### config.mk
export PLATFORM = sky130hd
export DESIGN_NAME = vga_source_switcher
export DESIGN_NICKNAME = d
export VERILOG_FILES = /design/src/rtl/vga_source_switcher.sv
export SDC_FILE = /design/constraint.sdc
export NUM_CORES = 1
export LEC_CHECK = 0
export CAP_MARGIN = 20
export CORE_UTILIZATION = 63
export CTS_BUF_LIST = sky130_fd_sc_hd__clkbuf_2 sky130_fd_sc_hd__clkbuf_4 sky130_fd_sc_hd__clkbuf_8
export DETAILED_ROUTE_END_ITERATION = 10
export HOLD_SLACK_MARGIN = 0.02
export PLACE_DENSITY = 0.86
export SYNTH_ARGS = -nofsm -noshare
export SYNTH_HDL_FRONTEND = slang
export SYNTH_SLANG_ARGS = --single-unit
### constraint.sdc
create_clock -name clk -period 2.35 [get_ports clk]
set_clock_uncertainty 0.2 [all_clocks]
set_input_delay 0.47 -clock clk [delete_from_list [all_inputs] [get_ports clk]]
set_output_delay 0.47 -clock clk [all_outputs]
set_load 0.02 [all_outputs]
### src/rtl/vga_source_switcher.sv
// vga_source_switcher: debounced pushbutton requests a swap of the VGA mux
// source. The swap lands on a vsync start of the displayed source. Black is
// then forced for a few frames of the new source. A vsync timeout keeps
// the sequence moving when a source is dead.
module vga_source_switcher #(
  parameter int unsigned DEBOUNCE_CYCLES = 1000000,
  parameter int unsigned BLANK_FRAMES    = 2,
  parameter int unsigned VS_TIMEOUT      = 2000000,
  parameter bit          VS_ACTIVE_LOW   = 1'b1
) (
  input  logic clk,
  input  logic rst_n,
  input  logic btn,
  input  logic vgaV1,
  input  logic vgaV2,
  output logic sel,
  output logic blank,
  output logic busy,
  output logic req_pending
);

  localparam int  DB_W     = $clog2(DEBOUNCE_CYCLES + 1);
  localparam int  TO_W     = $clog2(VS_TIMEOUT + 1);
  localparam int  FRM_W    = $clog2(BLANK_FRAMES + 1);
  // Idle level of the vsync pins: high for low-active pulses.
  localparam logic VS_INACT = VS_ACTIVE_LOW;

  typedef enum logic [1:0] {
    S_IDLE    = 2'd0,
    S_WAIT_VS = 2'd1,
    S_BLANK   = 2'd2
  } state_t;

  logic             r_btn_s1, r_btn_s2, r_btn_db, r_req;
  logic [DB_W-1:0]  r_db_cnt;
  logic             r_v1_s1, r_v1_s2, r_v1_d;
  logic             r_v2_s1, r_v2_s2, r_v2_d;
  state_t           r_state, w_state_next;
  logic             r_sel, w_sel_next;
  logic             r_blank, w_blank_next;
  logic             r_pending, w_pending_next;
  logic [FRM_W-1:0] r_frm, w_frm_next;
  logic [TO_W-1:0]  r_to_cnt, w_to_next;
  logic             w_btn_diff, w_v1_start, w_v2_start;
  logic             w_vs_real, w_to_hit, w_vs_ev, w_busy;

  // Two-flop synchronisers plus one edge register per vsync input.
  always_ff @(posedge clk or negedge rst_n) begin
    if (!rst_n) begin
      r_btn_s1 <= 1'b0;
      r_btn_s2 <= 1'b0;
      r_v1_s1  <= VS_INACT;
      r_v1_s2  <= VS_INACT;
      r_v1_d   <= VS_INACT;
      r_v2_s1  <= VS_INACT;
      r_v2_s2  <= VS_INACT;
      r_v2_d   <= VS_INACT;
    end else begin
      r_btn_s1 <= btn;
      r_btn_s2 <= r_btn_s1;
      r_v1_s1  <= vgaV1;
      r_v1_s2  <= r_v1_s1;
      r_v1_d   <= r_v1_s2;
      r_v2_s1  <= vgaV2;
      r_v2_s2  <= r_v2_s1;
      r_v2_d   <= r_v2_s2;
    end
  end

  assign w_btn_diff = (r_btn_s2 != r_btn_db);

  // Debounce: flip the accepted level after a run of differing samples;
  // a press (0->1 flip) emits a one-cycle request pulse.
  always_ff @(posedge clk or negedge rst_n) begin
    if (!rst_n) begin
      r_btn_db <= 1'b0;
      r_db_cnt <= '0;
      r_req    <= 1'b0;
    end else if (w_btn_diff) begin
      if (r_db_cnt == DB_W'(DEBOUNCE_CYCLES - 1)) begin
        r_btn_db <= ~r_btn_db;
        r_db_cnt <= '0;
        r_req    <= ~r_btn_db;
      end else begin
        r_db_cnt <= r_db_cnt + 1'b1;
        r_req    <= 1'b0;
      end
    end else begin
      r_db_cnt <= '0;
      r_req    <= 1'b0;
    end
  end

  assign w_v1_start = (r_v1_s2 != VS_INACT) && (r_v1_d == VS_INACT);
  assign w_v2_start = (r_v2_s2 != VS_INACT) && (r_v2_d == VS_INACT);
  assign w_vs_real  = r_sel ? w_v2_start : w_v1_start;
  assign w_busy     = (r_state != S_IDLE);
  assign w_to_hit   = w_busy && (r_to_cnt == TO_W'(VS_TIMEOUT - 1));
  assign w_vs_ev    = w_vs_real || w_to_hit;

  // Sequencer state and registered outputs.
  always_ff @(posedge clk or negedge rst_n) begin
    if (!rst_n) begin
      r_state   <= S_IDLE;
      r_sel     <= 1'b0;
      r_blank   <= 1'b0;
      r_pending <= 1'b0;
      r_frm     <= '0;
      r_to_cnt  <= '0;
    end else begin
      r_state   <= w_state_next;
      r_sel     <= w_sel_next;
      r_blank   <= w_blank_next;
      r_pending <= w_pending_next;
      r_frm     <= w_frm_next;
      r_to_cnt  <= w_to_next;
    end
  end

  // Next-state logic: swap on a watched vsync, count blanked frames,
  // queue at most one request while a swap is in flight.
  always_comb begin
    w_state_next   = r_state;
    w_sel_next     = r_sel;
    w_blank_next   = r_blank;
    w_pending_next = r_pending;
    w_frm_next     = r_frm;
    w_to_next      = '0;
    if (w_busy && !w_vs_ev) begin
      w_to_next = r_to_cnt + 1'b1;
    end
    case (r_state)
      S_IDLE: begin
        if (r_req || r_pending) begin
          w_state_next   = S_WAIT_VS;
          // Consuming the queued request while a new one arrives keeps the new one.
          w_pending_next = r_req && r_pending;
        end
      end
      S_WAIT_VS: begin
        if (r_req) w_pending_next = 1'b1;
        if (w_vs_ev) begin
          w_state_next = S_BLANK;
          w_sel_next   = ~r_sel;
          w_blank_next = 1'b1;
          w_frm_next   = '0;
        end
      end
      S_BLANK: begin
        if (r_req) w_pending_next = 1'b1;
        if (w_vs_ev) begin
          if (r_frm == FRM_W'(BLANK_FRAMES - 1)) begin
            w_state_next = S_IDLE;
            w_blank_next = 1'b0;
            w_frm_next   = '0;
          end else begin
            w_frm_next = r_frm + 1'b1;
          end
        end
      end
      default: begin
        w_state_next = S_IDLE;
      end
    endcase
  end

  assign sel         = r_sel;
  assign blank       = r_blank;
  assign busy        = w_busy;
  assign req_pending = r_pending;

endmodule

* Yosys cells after proc, flatten, opt, wreduce, memory -nomap -nowiden *
Cells that the tools add are included.

operators by class
  add/sub/neg operators = 3
  equal/unequal tests = 11
  multiplexer cells = 22
  bitwise logic cells = 4
  reductions and logical operators = 19

operator list
  operator                 count
  $mux W20                 2
  $add A21 B1 Y21 const B  1
  $eq A21 B21 Y1 const B   1
  $mux W21                 1
  $add A20 B1 Y20 const B  1
  $eq A20 B20 Y1 const B   1
  $mux W2                  7
  $mux W1                  8
  $ne A2 B2 Y1 const B     4
  $reduce_and A4 Y1        2
  $pmux W2 S3              1
  $reduce_and A3 Y1        2
  $reduce_bool A2 Y1       3
  $logic_and A1 B1 Y1      5
  $eq A2 B1 Y1 const B     2
  $not A1 Y1               4
  $pmux W1 S2              2
  $pmux W2 S2              1
  $reduce_and A2 Y1        2
  $add A2 B1 Y2 const B    1
  $eq A2 B2 Y1 const B     1
  $logic_not A2 Y1         1
  $logic_or A1 B1 Y1       2
  $ne A2 B1 Y1 const B     1
  other kinds (3)          3

word-level totals
  bits in registers = 58
  bits of input ports = 5
  logic and storage cells = 76

* Depth between registers and ports, before layout *
Gate-level depths: netlist (run 1).

  word-level depth = 7
  depth in mapped cells = 8
  depth with buffers taken out = 7

* Worst setup path before layout (run 1) *
OpenSTA, ideal clock, no wires.

  path kind = register to register
  start = reg r_state[0]
  end = reg r_state[0]
  library setup time = 0.125 ns
  arrival = 1.682 ns
  required time = 2.025 ns
  slack = 0.343 ns
  cell stages (with the launch flop) = 8
  cells stage by stage = dfrtp_1 inv_1 ha_1 nor4b_1 nand4_1 o21bai_2 o21ai_0 mux2_2

between the ends
  cells in the longest elaborated chain, start to end = 5
  elaborated cells on any way between the ends = 12
  classes of those cells = eq/ne (6); mux (1); reduce/logical (5)

RTL lines
  item                                line  source
  start, declared                     38    state_t r_state, w_state_next;
  start signal, assigned              111   r_state <= w_state_next;
  $reduce_bool A2 Y1                  97    assign w_busy = (r_state != S_IDLE);
  $logic_and A1 B1 Y1                 98    assign w_to_hit = w_busy && (r_to_cnt == TO_W'(VS_TIMEOUT - 1));
  $logic_or A1 B1 Y1                  99    assign w_vs_ev = w_vs_real || w_to_hit;
  $ne A2 B2 Y1 (no source line)       --
  $reduce_and A4 Y1 (no source line)  --

Several ways; a longest one is shown, not always the timed one.
A chain may end at the register's enable or synchronous reset.

* Final worst setup path (run 1) *
Ends and elaborated chain as after synthesis.

==> out/metrics.yaml, run 1 <==
final_layout:
  multi_input_area_sq_um: 1260
  fin_util_pct: 77.7
  final.fill_count: 241
  nets: 296
  instances_no_fill: 340
  final-seq-area_sq_um: 1460
  diodes: 0
  drive_gt1_share_pct: 16.9
  area_growth_pct: 14.8
job:
  maxCapViolations: 0
worst_setup_path:
  critPathRequiredTime_ns: 2.37
  cp_max_fo: 8
  end_kind: "register"
  path_class: "register to register"
  start_kind: "register"
  crit_arrival_ns: 2.24
clocking:
  cts_buffer_depth: 2
  clk_latency_ns: 0.33
  cts_tree: "yes"
  cts.sinks: 58
  htree_levels: 3
  clk_pin_slew_worst_paths_ns: 0.07
  cts_buffers: 9
  root_buffer: "clkbuf_8"
placed_design:
  gp_congestion: 0.796
  dpl_worst_slack_ns: 0.0967
  placed_cells: 320
  dp_hpwl_microns: 3090
  numPortBuffers: 8
routing:
  drc: 0
  ant_nets: 0
  via_count: 1892
  vias_per_cell: 5.56
  wl_per_cell_microns: 14.1
  firstDrtPassIters: 4
  routed_wl_microns: 4780
  drt_iter0_markers: 172
floorplan:
  core_sq_um: 4120
  die_area_sq_um: 4690
  die_h_microns: 68.5
  io_pins: 9
  initial_core_util_pct: 67.6
  die_w_microns: 68.5
  fp-row-count: 23
yosys:
  avgSynthCellArea_sq_um: 10.6
  synth_ff_type: "dfrtp_1"
  yosysWarnings: 0
  synth_top_area_share_pct: 46.7
  synth-seq-cells: 58
  synth.cell_area_sq_um: 2780
  yosysTopAreaCell: "dfrtp_1"
  yosysUniqueCellTypes: 44
  ys_seq_area_share_pct: 52.4
  synth_most_common_cell: "dfrtp_1"
  syn-instance-count: 262
  syn-num-nets: 273
  synth_common_cells: "52 x dfrtp_1, 37 x nor2_1, 25 x xor2_1"
  synth-edff-count: 0
  async_flop_share_pct: 100
  synth_area_leaders: "dfrtp_1 47%, xor2_1 7.9%, dfstp_2 5.7%, nor2_1 5.0%, nand3_1 3.8%"
global_route:
  grt.total_usage_pct: 23.8
  antenna_found_initial: 0
  grt_pass1_vias: 1799
  grt_pass1_wl_microns: 7820
  gr-total-overflow: 0
  grt_max_degree: 59
power:
  leakagePower_nw: 1.38
  pwr-share-seq_pct: 49.1
  power_mw: 2.08
  pwr-share-clk_pct: 48.2
  power.density_nw_per_um2: 652
  ir_drop_uv: 412
  p_sw_mw: 0.428
  comb_power_share_pct: 2.7
  p_sw_share_pct: 20.6
  intPower_mw: 1.65
sta:
  fmax_ghz: 0.449
  slew_headroom_pct: 65.1
  fin_crit_ns: 2.23
  final_max_slew_viol_count: 0
  setup_viol: 0
  worst_pin_slew_ns: 0.518
  finalHoldViolCount: 0
  setup_ws_ns: 0.124
  period_share_pct: 94.7
hold_path:
  hold_class: "register to register"
status:
  status: "completed"
## cells in the final DEF, fill, tap and decap left out, drive strengths merged, types with 4 or more instances in the layout
cell type and count:
inv 10, xor2 25, clkinv 4, nand3 21, nor3 4, and4 4, dfrtp 52, dfstp 6
buf 7, clkdlybuf4s50 6, xnor2 12, a21oi 5, and3 9, nor2 47, clkbuf 10, nand2 18
ha 6, nand4 7
## per-stage QoR
step,TNS [ns],hold slack (ns),cell area (sq um)
after floorplan,0,-0.0256,2780
final,0,0.153,3200
after detailed placement,0,0.142,2940
after CTS,0,0.156,3170
after global placement,0,0.135,2940
after global routing,-0.0271,0.159,3200
## routing by layer
metal	GRT usage, %	share of wire (%)	vias up	wire length (microns)
met5	0	0	-	0
met4	10.2	1.7	0	82
met3	8.00	3.4	10	164
met2	40.0	50	33	2380
met1	27.6	45	910	2160
li1	-	-	939	-
## layout make-up
cell class / instances / share of cell area [%]
well taps: 50 / 1.96
multi-input cells: 191 / 39.6
repair buffers: 15 / 4.82
clock buffers: 10 / 4.31
inverters: 10 / 1.17
clock inverters: 6 / 2.51
flip-flops and latches: 58 / 45.7
## what timing repair did
item	in CTS	in global routing
setup endpoints to repair	1	22
buffers inserted	0	3
pin swaps	0	1
resized for setup	1	1
cloned	0	0
hold endpoints to repair	52	0
hold buffers	1	0
## power by group through the flow
stage,Combinational [mW],Clock (mW),Sequential [mW]
2_1_floorplan,0.0225,0,1.04
3_3_place_gp,0.0505,0,1.04
3_5_place_dp,0.0516,0,1.04
4_1_cts,0.0532,1.02,1.02
5_1_grt,0.0635,1.06,1.02
6_report,0.0564,1.00,1.02
## logic make-up (layout without fill, tap and decap cells)
| kind of cell | count (synthesis) | in the layout | share of synthesized area (%) |
|---|---|---|---|
| fa+ha+maj | 6 | 6 | 2.70 |
| mux | 3 | 3 | 1.30 |
| simple gates | 128 | 128 | 25.5 |
| flops | 58 | 58 | 52.4 |
| buf+inv | 13 | 41 | 2.43 |
| xor+xnor | 37 | 37 | 11.6 |
| compound gates | 17 | 17 | 4.00 |
## critical path, cell delays in order (launching register included)
cell and delay [ns]:
dfrtp_1 0.38, inv_1 0.09, ha_1 0.25, nor4b_1 0.26
nand4_1 0.21, o21bai_4 0.28, o21ai_0 0.15, mux2_2 0.30
## registers in the layout, summed over array words and instances, names as in the netlist, 2 cells and up
name	flops
r_db_cnt	20
r_state	2
r_frm	2
r_to_cnt	21
## final timing paths
path / start / endpoint / slack, ns / depth (start not counted)
worst max-delay path: r_state[0] / r_state[0] / 0.12 / 7
worst min register to register: r_btn_s1 / r_btn_s2 / 0.15 / 0
worst max register to register: r_state[0] / r_state[0] / 0.12 / 7
worst min-delay path: r_btn_s1 / r_btn_s2 / 0.15 / 0
min in group asynchronous: rst_n / r_to_cnt[9] / 0.47 / 3
max in group asynchronous: rst_n / r_v1_s2 / 1.18 / 3
(Power assumes the default switching activity.)
==> inputs of run 2 (changes only) <==
MAX_ROUTING_LAYER = met4   (was default)
clock period = 2.52 ns   (was 2.35 ns; I/O delays follow)
==> out/metrics.yaml, run 2 (same netlist as run 1, synthesis figures left out) <==
sta:
  slew_headroom_pct: 58.8
  final_max_slew_viol_count: 0
  setup_viol: 0
  setup_ws_ns: 0.237
  rsz0062_at_grt: "false"
  period_share_pct: 90.6
  finalHoldViolCount: 0
  fin_crit_ns: 2.28
  worst_pin_slew_ns: 0.612
  fmax_ghz: 0.438
  setup_tns_ns: 0
power:
  ir_drop_uv: 556
  leakagePower_nw: 1.38
  power.density_nw_per_um2: 650
clocking:
  cts_setup_buffers: 0
  cts_tree: "yes"
  cts_buffers: 9
  clk_pin_slew_worst_paths_ns: 0.07
  cts_buffer_depth: 2
  cts.sinks: 58
  root_buffer: "clkbuf_8"
  htree_levels: 3
  clk_latency_ns: 0.34
routing:
  ant_nets: 0
  firstDrtPassIters: 6
  drt_iter0_markers: 144
  vias_per_cell: 5.73
  drc: 0
  via_count: 1938
  routed_wl_microns: 5110
  wl_per_cell_microns: 15.1
hold_path:
  hold_class: "register to register"
worst_setup_path:
  cp_max_fo: 20
  critPathBufInv: 2
  critPathRequiredTime_ns: 2.53
  crit_arrival_ns: 2.30
  crit_chain: "inv_1, ha_1, nor4b_1, nand4_1, o21bai_2, nand2b_1, buf_4, nor2_1"
  slowest_stage: "dfrtp_1"
  path_class: "register to register"
  start_kind: "register"
  crit_family: "simple AND/OR/NAND/NOR gates"
  end_kind: "register"
  critPathMaxStageDelay_ns: 0.38
global_route:
  grt_max_degree: 31
  grt_pass1_vias: 1879
  grt.total_usage_pct: 25.4
  gr-total-overflow: 0
  antenna_found_initial: 0
  grt_pass1_wl_microns: 8080
floorplan:
  fp-row-count: 23
  io_pins: 9
  initial_core_util_pct: 67.6
  die_h_microns: 68.5
  die_area_sq_um: 4690
  die_w_microns: 68.5
  core_sq_um: 4120
final_layout:
  area_growth_pct: 14.4
  mostFrequentLayoutCells: "52 x dfrtp_1, 37 x nor2_1, 25 x xor2_1, 21 x nand3_1, 17 x nand2_1"
  stdcell_area_sq_um: 3190
  fin_util_pct: 77.4
  diodes: 0
  nets: 294
  largestRegisters: "r_to_cnt: 21 flops, r_db_cnt: 20 flops"
  largest_reg_flops: 21
  drive_gt1_share_pct: 16.3
  largest_register: "r_to_cnt"
  mostFrequentLayoutCell: "dfrtp_1"
placed_design:
  dp_hpwl_microns: 3380
  placed_cell_area_sq_um: 2920
  gp_congestion: 0.852
  dpl_worst_slack_ns: 0.256
  numPortBuffers: 8
job:
  maxCapViolations: 0
status:
  status: "completed"
-- run 2: final cells by class --
type                       instances  area [sq um]
timing repair buffer              13           118
multi-input combinational        191          1260
fill                             259           930
sequential                        58          1460
clock buffer                      11           151
tap                               50          62.6
clock inverter                     5           100
inverter                          10          37.5
-- run 2: report_power, final --
group	internal, mW	switching, mW	leakage (nW)	total [mW]
sequential	0.945	0.00805	0.783	0.953
combinational	0.0158	0.0315	0.470	0.0472
clock	0.707	0.363	0.129	1.07
total	1.67	0.402	1.38	2.07
-- run 2: layer usage --
layer | share of wire [%] | track usage [%] | up-vias
met4 | 2.4 | 12.8 | 0
li1 | - | - | 933
met1 | 44 | 27.1 | 942
met3 | 4.2 | 8.00 | 15
met2 | 50 | 42.3 | 48
met5 | 0 | - | -
-- run 2: per-stage QoR --
stage,hold WS (ns),cells,power (mW)
final,0.157,338,2.07
after global routing,0.163,338,2.12
after CTS,0.157,338,2.08
after detailed placement,0.147,321,1.02
after global placement,0.133,321,1.01
after floorplan,0.00841,262,0.988
-- run 2: timing repair --
action | in CTS | in global routing
hold buffers | 1 | 0
setup endpoints to repair | 0 | 1
resized for setup | 0 | 1
endpoints found under the hold margin | 52 | 0
-- run 2: worst paths after layout --
path / from / to / slack (ns) / cells past startpoint
worst min register to register: r_v2_s1 / r_v2_s2 / 0.16 / 0
worst min-delay path: r_v2_s1 / r_v2_s2 / 0.16 / 0
min in group asynchronous: rst_n / r_to_cnt[16] / 0.51 / 3
max in group asynchronous: rst_n / r_v1_s1 / 1.30 / 3
worst max-delay path: r_state[0] / r_to_cnt[6] / 0.24 / 8
worst max register to register: r_state[0] / r_to_cnt[6] / 0.24 / 8
